==> src/rtl/riscv_pkg.sv <==
// Shared RISC-V pipeline definitions: widths, bubble encoding, fetch FSM
// states and the instruction field positions used by decode control.
package riscv_pkg;

  localparam int XLEN = 32;
  localparam logic [31:0] NOP_INSTR = 32'h0000_0013;  // addi x0,x0,0

  // state | meaning
  // ISSUE | no request outstanding; request PCF when allowed
  // WAIT  | one request granted, waiting for its rvalid
  typedef enum logic {
    ISSUE = 1'b0,
    WAIT  = 1'b1
  } fetch_state_e;

  localparam int OP_LSB   = 0;
  localparam int OP_MSB   = 6;
  localparam int F3_LSB   = 12;
  localparam int F3_MSB   = 14;
  localparam int F7B5_BIT = 30;

endpackage

==> src/rtl/dff_en_rst.sv <==
// Enable flop with asynchronous active-high reset to a parameterised value.
module dff_en_rst #(
  parameter int           W       = 1,
  parameter logic [W-1:0] RST_VAL = '0
) (
  input  logic         clk,
  input  logic         rst,
  input  logic         i_en,
  input  logic [W-1:0] i_d,
  output logic [W-1:0] o_q
);

  // Load on enable, otherwise hold.
  always_ff @(posedge clk or posedge rst) begin
    if (rst)       o_q <= RST_VAL;
    else if (i_en) o_q <= i_d;
  end

endmodule

==> src/rtl/fetch_skid_buffer.sv <==
// One-entry {instr, pc} holding register that catches a response the
// IF/ID register could not take in the cycle it arrived.
module fetch_skid_buffer
  import riscv_pkg::*;
#(
  parameter int AW = 32
) (
  input  logic          clk,
  input  logic          reset,
  input  logic          i_push,
  input  logic          i_pop,
  input  logic          i_flush,
  input  logic [31:0]   i_instr,
  input  logic [AW-1:0] i_pc,
  output logic          o_full,
  output logic [31:0]   o_instr,
  output logic [AW-1:0] o_pc
);

  logic          r_full;
  logic [31:0]   r_instr;
  logic [AW-1:0] r_pc;

  // Flush wins over push; push and pop never coincide because no request is
  // outstanding while the entry is occupied.
  always_ff @(posedge clk or posedge reset) begin
    if (reset) begin
      r_full  <= 1'b0;
      r_instr <= '0;
      r_pc    <= '0;
    end else if (i_flush) begin
      r_full <= 1'b0;
    end else if (i_push) begin
      r_full  <= 1'b1;
      r_instr <= i_instr;
      r_pc    <= i_pc;
    end else if (i_pop) begin
      r_full <= 1'b0;
    end
  end

  assign o_full  = r_full;
  assign o_instr = r_instr;
  assign o_pc    = r_pc;

endmodule

==> src/rtl/fetch_stage.sv <==
// RISC-V instruction fetch: owns PCF, runs a single-outstanding req/gnt/rvalid
// transaction to instruction memory, and fills the IF/ID register, with a
// one-entry skid buffer for responses that arrive while Decode is stalled.
module fetch_stage #(
  parameter int          XLEN      = riscv_pkg::XLEN,
  parameter logic [31:0] RESET_PC  = 32'h0000_0000,
  parameter logic [31:0] NOP_INSTR = riscv_pkg::NOP_INSTR
) (
  input  logic            clk,
  input  logic            reset,
  input  logic            StallF,
  input  logic            StallD,
  input  logic            FlushD,
  input  logic            PCSrcE,
  input  logic [XLEN-1:0] PCTargetE,
  output logic            imem_req,
  output logic [XLEN-1:0] imem_addr,
  input  logic            imem_gnt,
  input  logic            imem_rvalid,
  input  logic [31:0]     imem_rdata,
  output logic [31:0]     InstrD,
  output logic [XLEN-1:0] PCD,
  output logic [XLEN-1:0] PCPlus4D,
  output logic            ValidD,
  output logic [6:0]      opD,
  output logic [2:0]      funct3D,
  output logic            funct7b5D
);

  import riscv_pkg::*;

  fetch_state_e    r_state, w_state_nxt;
  logic [XLEN-1:0] r_pcf, w_pcf_nxt;
  logic [XLEN-1:0] r_pc_inflight, w_pc_inflight_nxt;
  logic            r_drop, w_drop_nxt;
  logic            w_req;

  logic            w_buf_full;
  logic [31:0]     w_buf_instr;
  logic [XLEN-1:0] w_buf_pc;

  // A response is live only in WAIT, when it is not the stale one left over
  // from a redirect, and when no redirect is killing it this cycle.
  logic w_resp_live, w_ifid_from_buf, w_ifid_from_resp, w_push;
  assign w_resp_live      = (r_state == WAIT) && imem_rvalid && !r_drop && !PCSrcE;
  assign w_ifid_from_buf  = !FlushD && !StallD && w_buf_full;
  assign w_ifid_from_resp = !FlushD && !StallD && !w_buf_full && w_resp_live;
  assign w_push           = w_resp_live && !w_ifid_from_resp;

  // State register: FSM state, PC, in-flight PC and stale-response flag.
  always_ff @(posedge clk or posedge reset) begin
    if (reset) begin
      r_state       <= ISSUE;
      r_pcf         <= RESET_PC;
      r_pc_inflight <= '0;
      r_drop        <= 1'b0;
    end else begin
      r_state       <= w_state_nxt;
      r_pcf         <= w_pcf_nxt;
      r_pc_inflight <= w_pc_inflight_nxt;
      r_drop        <= w_drop_nxt;
    end
  end

  // Next-state and request logic; a consumed response may reissue in the same
  // cycle so a 1-cycle memory sustains one instruction per cycle.
  always_comb begin
    w_state_nxt       = r_state;
    w_pcf_nxt         = r_pcf;
    w_pc_inflight_nxt = r_pc_inflight;
    w_drop_nxt        = r_drop;
    w_req             = 1'b0;
    case (r_state)
      ISSUE: w_req = !StallF && !w_buf_full && !PCSrcE;
      WAIT: begin
        if (imem_rvalid) begin
          w_drop_nxt  = 1'b0;
          w_state_nxt = ISSUE;
          w_req       = w_ifid_from_resp && !StallF && !PCSrcE;
        end else if (PCSrcE) begin
          w_drop_nxt = 1'b1;
        end
      end
      default: w_state_nxt = ISSUE;
    endcase
    if (w_req && !reset && imem_gnt) begin
      w_pc_inflight_nxt = r_pcf;
      w_pcf_nxt         = r_pcf + XLEN'(4);
      w_state_nxt       = WAIT;
    end
    if (PCSrcE) w_pcf_nxt = PCTargetE;
  end

  assign imem_req  = w_req && !reset;
  assign imem_addr = r_pcf;

  fetch_skid_buffer #(.AW(XLEN)) u_skid (
    .clk     (clk),
    .reset   (reset),
    .i_push  (w_push),
    .i_pop   (w_ifid_from_buf),
    .i_flush (PCSrcE),
    .i_instr (imem_rdata),
    .i_pc    (r_pc_inflight),
    .o_full  (w_buf_full),
    .o_instr (w_buf_instr),
    .o_pc    (w_buf_pc)
  );

  // IF/ID: instruction/valid load on flush or no stall (bubble by default);
  // PC fields change only when a real instruction is loaded.
  logic            w_ifid_instr_en, w_ifid_pc_en, w_ifid_valid_d;
  logic [31:0]     w_ifid_instr_d;
  logic [XLEN-1:0] w_ifid_pc_d;
  assign w_ifid_instr_en = FlushD || !StallD;
  assign w_ifid_pc_en    = w_ifid_from_buf || w_ifid_from_resp;
  assign w_ifid_valid_d  = w_ifid_from_buf || w_ifid_from_resp;
  assign w_ifid_instr_d  = w_ifid_from_buf  ? w_buf_instr :
                           w_ifid_from_resp ? imem_rdata  : NOP_INSTR;
  assign w_ifid_pc_d     = w_ifid_from_buf ? w_buf_pc : r_pc_inflight;

  dff_en_rst #(.W(32), .RST_VAL(NOP_INSTR)) u_ifid_instr (
    .clk(clk), .rst(reset), .i_en(w_ifid_instr_en), .i_d(w_ifid_instr_d), .o_q(InstrD));
  dff_en_rst #(.W(1), .RST_VAL(1'b0)) u_ifid_valid (
    .clk(clk), .rst(reset), .i_en(w_ifid_instr_en), .i_d(w_ifid_valid_d), .o_q(ValidD));
  dff_en_rst #(.W(XLEN), .RST_VAL('0)) u_ifid_pc (
    .clk(clk), .rst(reset), .i_en(w_ifid_pc_en), .i_d(w_ifid_pc_d), .o_q(PCD));
  dff_en_rst #(.W(XLEN), .RST_VAL('0)) u_ifid_pc4 (
    .clk(clk), .rst(reset), .i_en(w_ifid_pc_en), .i_d(w_ifid_pc_d + XLEN'(4)), .o_q(PCPlus4D));

  assign opD       = InstrD[OP_MSB:OP_LSB];
  assign funct3D   = InstrD[F3_MSB:F3_LSB];
  assign funct7b5D = InstrD[F7B5_BIT];

endmodule

==> config.mk <==
export PLATFORM = sky130hd
export DESIGN_NAME = fetch_stage
export DESIGN_NICKNAME = d
export VERILOG_FILES = /design/src/rtl/riscv_pkg.sv /design/src/rtl/dff_en_rst.sv /design/src/rtl/fetch_skid_buffer.sv /design/src/rtl/fetch_stage.sv
export SDC_FILE = /design/constraint.sdc
export NUM_CORES = 1
export LEC_CHECK = 0
export ABC_CLOCK_PERIOD_IN_PS = 15020
export CAP_MARGIN = 5
export CORE_MARGIN = 2
export CORE_UTILIZATION = 58
export CTS_BUF_LIST = sky130_fd_sc_hd__clkbuf_2 sky130_fd_sc_hd__clkbuf_4 sky130_fd_sc_hd__clkbuf_8
export DETAILED_ROUTE_END_ITERATION = 10
export HOLD_SLACK_MARGIN = 0.1
export PLACE_DENSITY = 0.95
export SETUP_SLACK_MARGIN = 0.15
export SYNTH_ARGS = -nofsm -noshare
export SYNTH_HDL_FRONTEND = slang
export SYNTH_SLANG_ARGS = --single-unit
==> constraint.sdc <==
create_clock -name clk -period 15.02 [get_ports clk]
set_input_delay 3.004 -clock clk [delete_from_list [all_inputs] [get_ports clk]]
set_output_delay 3.004 -clock clk [all_outputs]
set_load 0.01 [all_outputs]
* After elaboration in Yosys (flattened, before gate mapping)
Index checks and enable logic that the tools add are counted.
** Word-level totals
- Register bits :: 228
- Input port bits :: 72
- Output and inout port bits :: 141
- Word-level logic and storage cells :: 59
** Cells by class
- Add/sub/neg operators :: 2
- Muxes and demuxes :: 15
- Bitwise operators :: 2
- Reductions and logical operators :: 29
** Operator list (count)
- 32-bit 2-to-1 mux :: 5
- 32-bit by 3-bit adder with 32-bit output, second input constant :: 2
- 1-bit logical AND :: 14
- 1-bit 2-to-1 mux :: 9
- 1-bit zero test :: 8
- 2-bit AND reduction :: 2
- 2-bit nonzero test :: 2
- 3-bit nonzero test :: 1
- 1-bit logical OR :: 2
- 1-bit NOT :: 2
- 1-bit case mux with 2 select lines :: 1

* Logic depth before layout (Yosys ltp)
- Word-level depth :: 12
- Depth in mapped cells :: 15
- Gate-level depth less buffers :: 9

* Cells and area by module
A second synthesis with hierarchy kept.
** Second synthesis, totals
- Cell total of the unflattened synthesis :: 977
- Area total of the unflattened synthesis :: 11649.9 sq um
** Modules (own cells, without submodules)
- fetch_stage :: times used 1, cells each 626, area an instance 4810.9 sq um, seq. area each 1651.6 sq um
- fetch_skid_buffer :: times used 1, cells each 141, area an instance 2745.1 sq um, seq. area each 1626.6 sq um
- dff_en_rst at u_ifid_pc ... :: times used 2, cells each 69, area an instance 1348.8 sq um, seq. area each 800.8 sq um
- dff_en_rst at u_ifid_instr :: times used 1, cells each 69, area an instance 1352.5 sq um, seq. area each 804.5 sq um
- dff_en_rst at u_ifid_valid :: times used 1, cells each 3, area an instance 43.8 sq um, seq. area each 25.0 sq um

* Least setup slack after synthesis
Ideal clock, no wire load.
- Kind :: input -> output
- From :: input port PCSrcE
- To :: output port imem_req
- Arrival :: 3.924 ns
- Required time :: 12.016 ns
- Path slack :: 8.092 ns
- Stages :: 5
- Path buffers :: 2
- Cell sequence :: buf_2 -> nand4bb_1 -> clkbuf_1 -> o32ai_2 -> and2_1
** On the way
- Cells in the longest elaborated chain, start to end :: 8
- Elaborated cells between the ends (all ways) :: 9
- Classes of those cells :: mux (2); reduce/logical (7)
** RTL lines
- from (decl) :: RTL line fetch_stage.sv:14 : input logic PCSrcE,
- 1-bit zero test * :: RTL line fetch_stage.sv:45, fetch_stage.sv:74, fetch_stage.sv:79
- 1-bit logical AND :: RTL line fetch_stage.sv:45 : assign w_resp_live = (r_state == WAIT) && imem_rvalid && !r_drop && !PCSrcE;
- 1-bit logical AND :: RTL line fetch_stage.sv:47 : assign w_ifid_from_resp = !FlushD && !StallD && !w_buf_full && w_resp_live;
- 1-bit logical AND (2 in series) :: RTL line fetch_stage.sv:79 : w_req = w_ifid_from_resp && !StallF && !PCSrcE;
- 1-bit 2-to-1 mux :: RTL line fetch_stage.sv:76 : if (imem_rvalid) begin
- 1-bit case mux with 2 select lines * :: RTL line fetch_stage.sv:73 : case (r_state)
- 1-bit logical AND * :: RTL line fetch_stage.sv:94 : assign imem_req = w_req && !reset;
- to (decl) :: RTL line fetch_stage.sv:16 : output logic imem_req,
Every way passes the cells marked *; elsewhere a longest branch is shown, timed or not.

* Worst setup path after layout
Ends and elaborated chain as after synthesis.

==> results.sh <==
export IMPL_synth_cell_type_count=66
export IMPL_grt_max_degree=140
export IMPL_initial_core_util_pct=59.38
export IMPL_synth_xor_area_share_pct=4.092
export IMPL_ctsResizeCount=0
export IMPL_netlist_area_leader_share_pct=52.14
export IMPL_cp_start_kind="primary input"
export IMPL_maxSlewViolCount=0
export IMPL_cts_setup_buffers=0
export IMPL_synthTopCellsByCount="223 x dfrtp_1, 219 x nand2_1, 71 x o21ai_0"
export IMPL_overflow=0
export IMPL_internal_power_mw=1.256
export IMPL_drive_above_1_share_pct=13.23
export IMPL_fmax_mhz=118.6
export IMPL_p_comb_share_pct=20.9
export IMPL_grt_pass1_wl_mm=45.87
export IMPL_synth_compound_gate_area_share_pct=11.77
export IMPL_die_width_um=139.8
export IMPL_htree_levels=2
export IMPL_port_buffer_count=212
export IMPL_ff2ff_setup_slack_ns=11.39
export IMPL_via_per_inst=6.072
export IMPL_vdd_drop_max_mv=0.07691
export IMPL_arrival_ns=5.43
export IMPL_r2r_end="u_ifid_pc4.o_q[18]$_DFFE_PP0P_"
export IMPL_place_ws_ns=6.591
export IMPL_avgSynthCellArea_sq_um=10.08
export IMPL_min_period_over_period_pct=56.16
export IMPL_insertion_delay_ns=0.53
export IMPL_p_sw_share_pct=29.60
export IMPL_holdPathStages=2
export IMPL_seq_area_frac_synth_pct=52.88
export IMPL_syn_nets=1136
export IMPL_min_to="u_ifid_instr.o_q[6]$_DFFE_PP0P_"
export IMPL_place_inst=1429
export IMPL_p_total_mw=1.785
export IMPL_cp_required_ns=12.02
export IMPL_ant_nets=0
export IMPL_crit_slowest_cell="clkdlybuf4s50_1"
export IMPL_worst_pin_slew_ns=1.160
export IMPL_worstReg2RegStart="u_skid.o_full$_DFFE_PP0P_"
export IMPL_yosysWarnings=0
export IMPL_synthArstFlopShare_pct=100.0
export IMPL_antenna_found_initial=0
export IMPL_postLayoutCellArea_sq_mm=0.01358
export IMPL_cts_tree="done"
export IMPL_status="finished clean"
export IMPL_synth_fa_ha_area_share_pct=0.2338
export IMPL_synth_simple_area_share_pct=17.02
export IMPL_pwr_share_clk_pct=31.0
export IMPL_rsz0062_at_grt="false"
export IMPL_finClkSkew_ns=0.03312
export IMPL_routabilityCongestion=0.8716
export IMPL_synthFlopType="dfrtp_1"
export IMPL_nets=1314
export IMPL_cts_sink_count=226
export IMPL_cp_end_kind="primary output"
export IMPL_hold_viol=0
export IMPL_ys_ff_latch=226
export IMPL_seqPwrFrac_pct=48.2
export IMPL_n_antenna_cell=0
export IMPL_num_rows=49
export IMPL_vias=9054
export IMPL_wl_per_cell_um=19.15
export IMPL_fin_hold_ws_ns=0.4771
export IMPL_p_per_area_mw_per_mm2=131.4
export IMPL_path_clk_slew_ns=0.06
export IMPL_cap_violations=0
export IMPL_cellLeakagePower_nw=6.142
export IMPL_globalRouteTotalUtil_pct=28.86
export IMPL_rr_worst_depth=10
export IMPL_die_y_um=139.8
export IMPL_slowest_delay_ns=0.53
export IMPL_ioPinCount=213
export IMPL_finalWirelength_mm=28.55
export IMPL_max_slew_margin_pct=22.47
export IMPL_yosysMostFrequentCell="dfrtp_1"
export IMPL_clock_path_buffers=3
export IMPL_hold_class="reg2reg"
export IMPL_crit_chain="clkdlybuf4s50_1 -> buf_4 -> nand4bb_1 -> o32ai_2 -> and2_1 -> clkdlybuf4s50_1"
export IMPL_tns_ns=0
export IMPL_final_cells=1491
export IMPL_syn_area_sq_mm=0.01070
export IMPL_period_minus_slack_ns=8.435
export IMPL_synth_edf_count=0
export IMPL_fp_dieArea_sq_mm=0.01956
export IMPL_dr_pass1_iters=6
export IMPL_dp_hpwl_mm=18.80
export IMPL_yosys_area_top_type="dfrtp_1"
export IMPL_hp_start="u_skid.o_instr[6]$_DFFE_PP0P_"
export IMPL_postLayoutSetupSlackWorst_ns=6.585
export IMPL_synthCells=1062
export IMPL_setup_viol=0
export IMPL_cts_buffers=38
export IMPL_cts_root_buffer="clkbuf_8"
export IMPL_coreArea_sq_mm=0.01802
export IMPL_postPlaceCellArea_sq_mm=0.01281
export IMPL_area_growth_synth_to_final_pct=26.85
export IMPL_muxShareOfSynthArea_pct=8.850
export IMPL_final_util_pct=75.32
export IMPL_path_class="in2out"
export IMPL_grt_pass1_vias=8801
export IMPL_synthTopCellsByArea="dfrtp_1 52%, nand2_1 7.7%, mux2_2 7.0%"
export IMPL_cts_hold_buf=0
export IMPL_cp_common_cell="clkdlybuf4s50_1"
export IMPL_dr_first_iter_drc_count=1067
export IMPL_drc_errors=0
export IMPL_p_switching_mw=0.5283
export IMPL_synth_top_family_by_area="simple AND/OR/NAND/NOR gates"
export IMPL_cp_max_fo=52
-- worst max-delay path by stage --
stage	from	end	slack (ns)	cells past startpoint
final	PCSrcE	imem_req	6.58	6
after global placement	PCSrcE	imem_req	6.68	6
after floorplan	reset	imem_addr[0]$_DFFE_PP0P_	5.83	1
after global routing	PCSrcE	imem_req	6.46	6
after detailed placement	PCSrcE	imem_req	6.59	6
after CTS	PCSrcE	imem_req	6.57	6
-- layout by cell type (no fill, tap or decap), drive strengths merged, types with 9 or more instances in the layout --
cell and instances:
dfrtp 223, nand2 219, clkdlybuf4s50 212, o21ai 75, mux2 67, nor2 67
clkbuf 61, inv 38, nand3 33, xnor2 31, a222oi 29, nand4 22
a31oi 21, xor2 19, mux2i 18, a21oi 13, o22ai 12, nor3 12
buf 9
-- final cells by class --
type                       count  area (sq um)
timing repair buffer         221          2190
inverter                      38         150.1
sequential                   226          5659
multi-input combinational    715          4528
fill                        1152          4448
clock buffer                  61         758.2
tap                          229         286.5
clock inverter                 1         5.005
-- critical path, delay by kind of cell --
| family | cells | cell delay, ns |
|---|---|---|
| buffers and inverters | 3 | 1.19 |
| and+or+nand+nor | 2 | 0.73 |
| AOI/OAI and AO/OA | 1 | 0.49 |
-- power by group through the flow --
stage          combinational, mW  clock [mW]  sequential (mW)
2_1_floorplan              0.181           0            0.841
3_3_place_gp               0.356           0            0.853
3_5_place_dp               0.372           0            0.862
4_1_cts                    0.375       0.559            0.853
5_1_grt                    0.404       0.584            0.872
6_report                   0.372       0.553            0.860
-- flip-flops by register name, indices dropped and copies added (netlist names), 30 cells and up --
signal and count:
imem_addr 32, r_pc_inflight 32, u_ifid_instr.o_q 32, u_ifid_pc.o_q 32
u_ifid_pc4.o_q 30, u_skid.o_instr 32, u_skid.o_pc 32
-- per-layer routing --
metal	global-route usage [%]	wire length, um
met5	0	0
met4	9.211	670
met2	45.78	13850
met3	5.575	2629
met1	40.60	11390
-- cell families after synthesis --
group	Yosys count
AOI/OAI and AO/OA	185
xor gates and xnor gates	50
adders and majority gates	2
buffers and inverters	121
DFF	226
muxes	85
and+or+nand+nor	393
No activity file was read; power rests on OpenSTA's default activity.
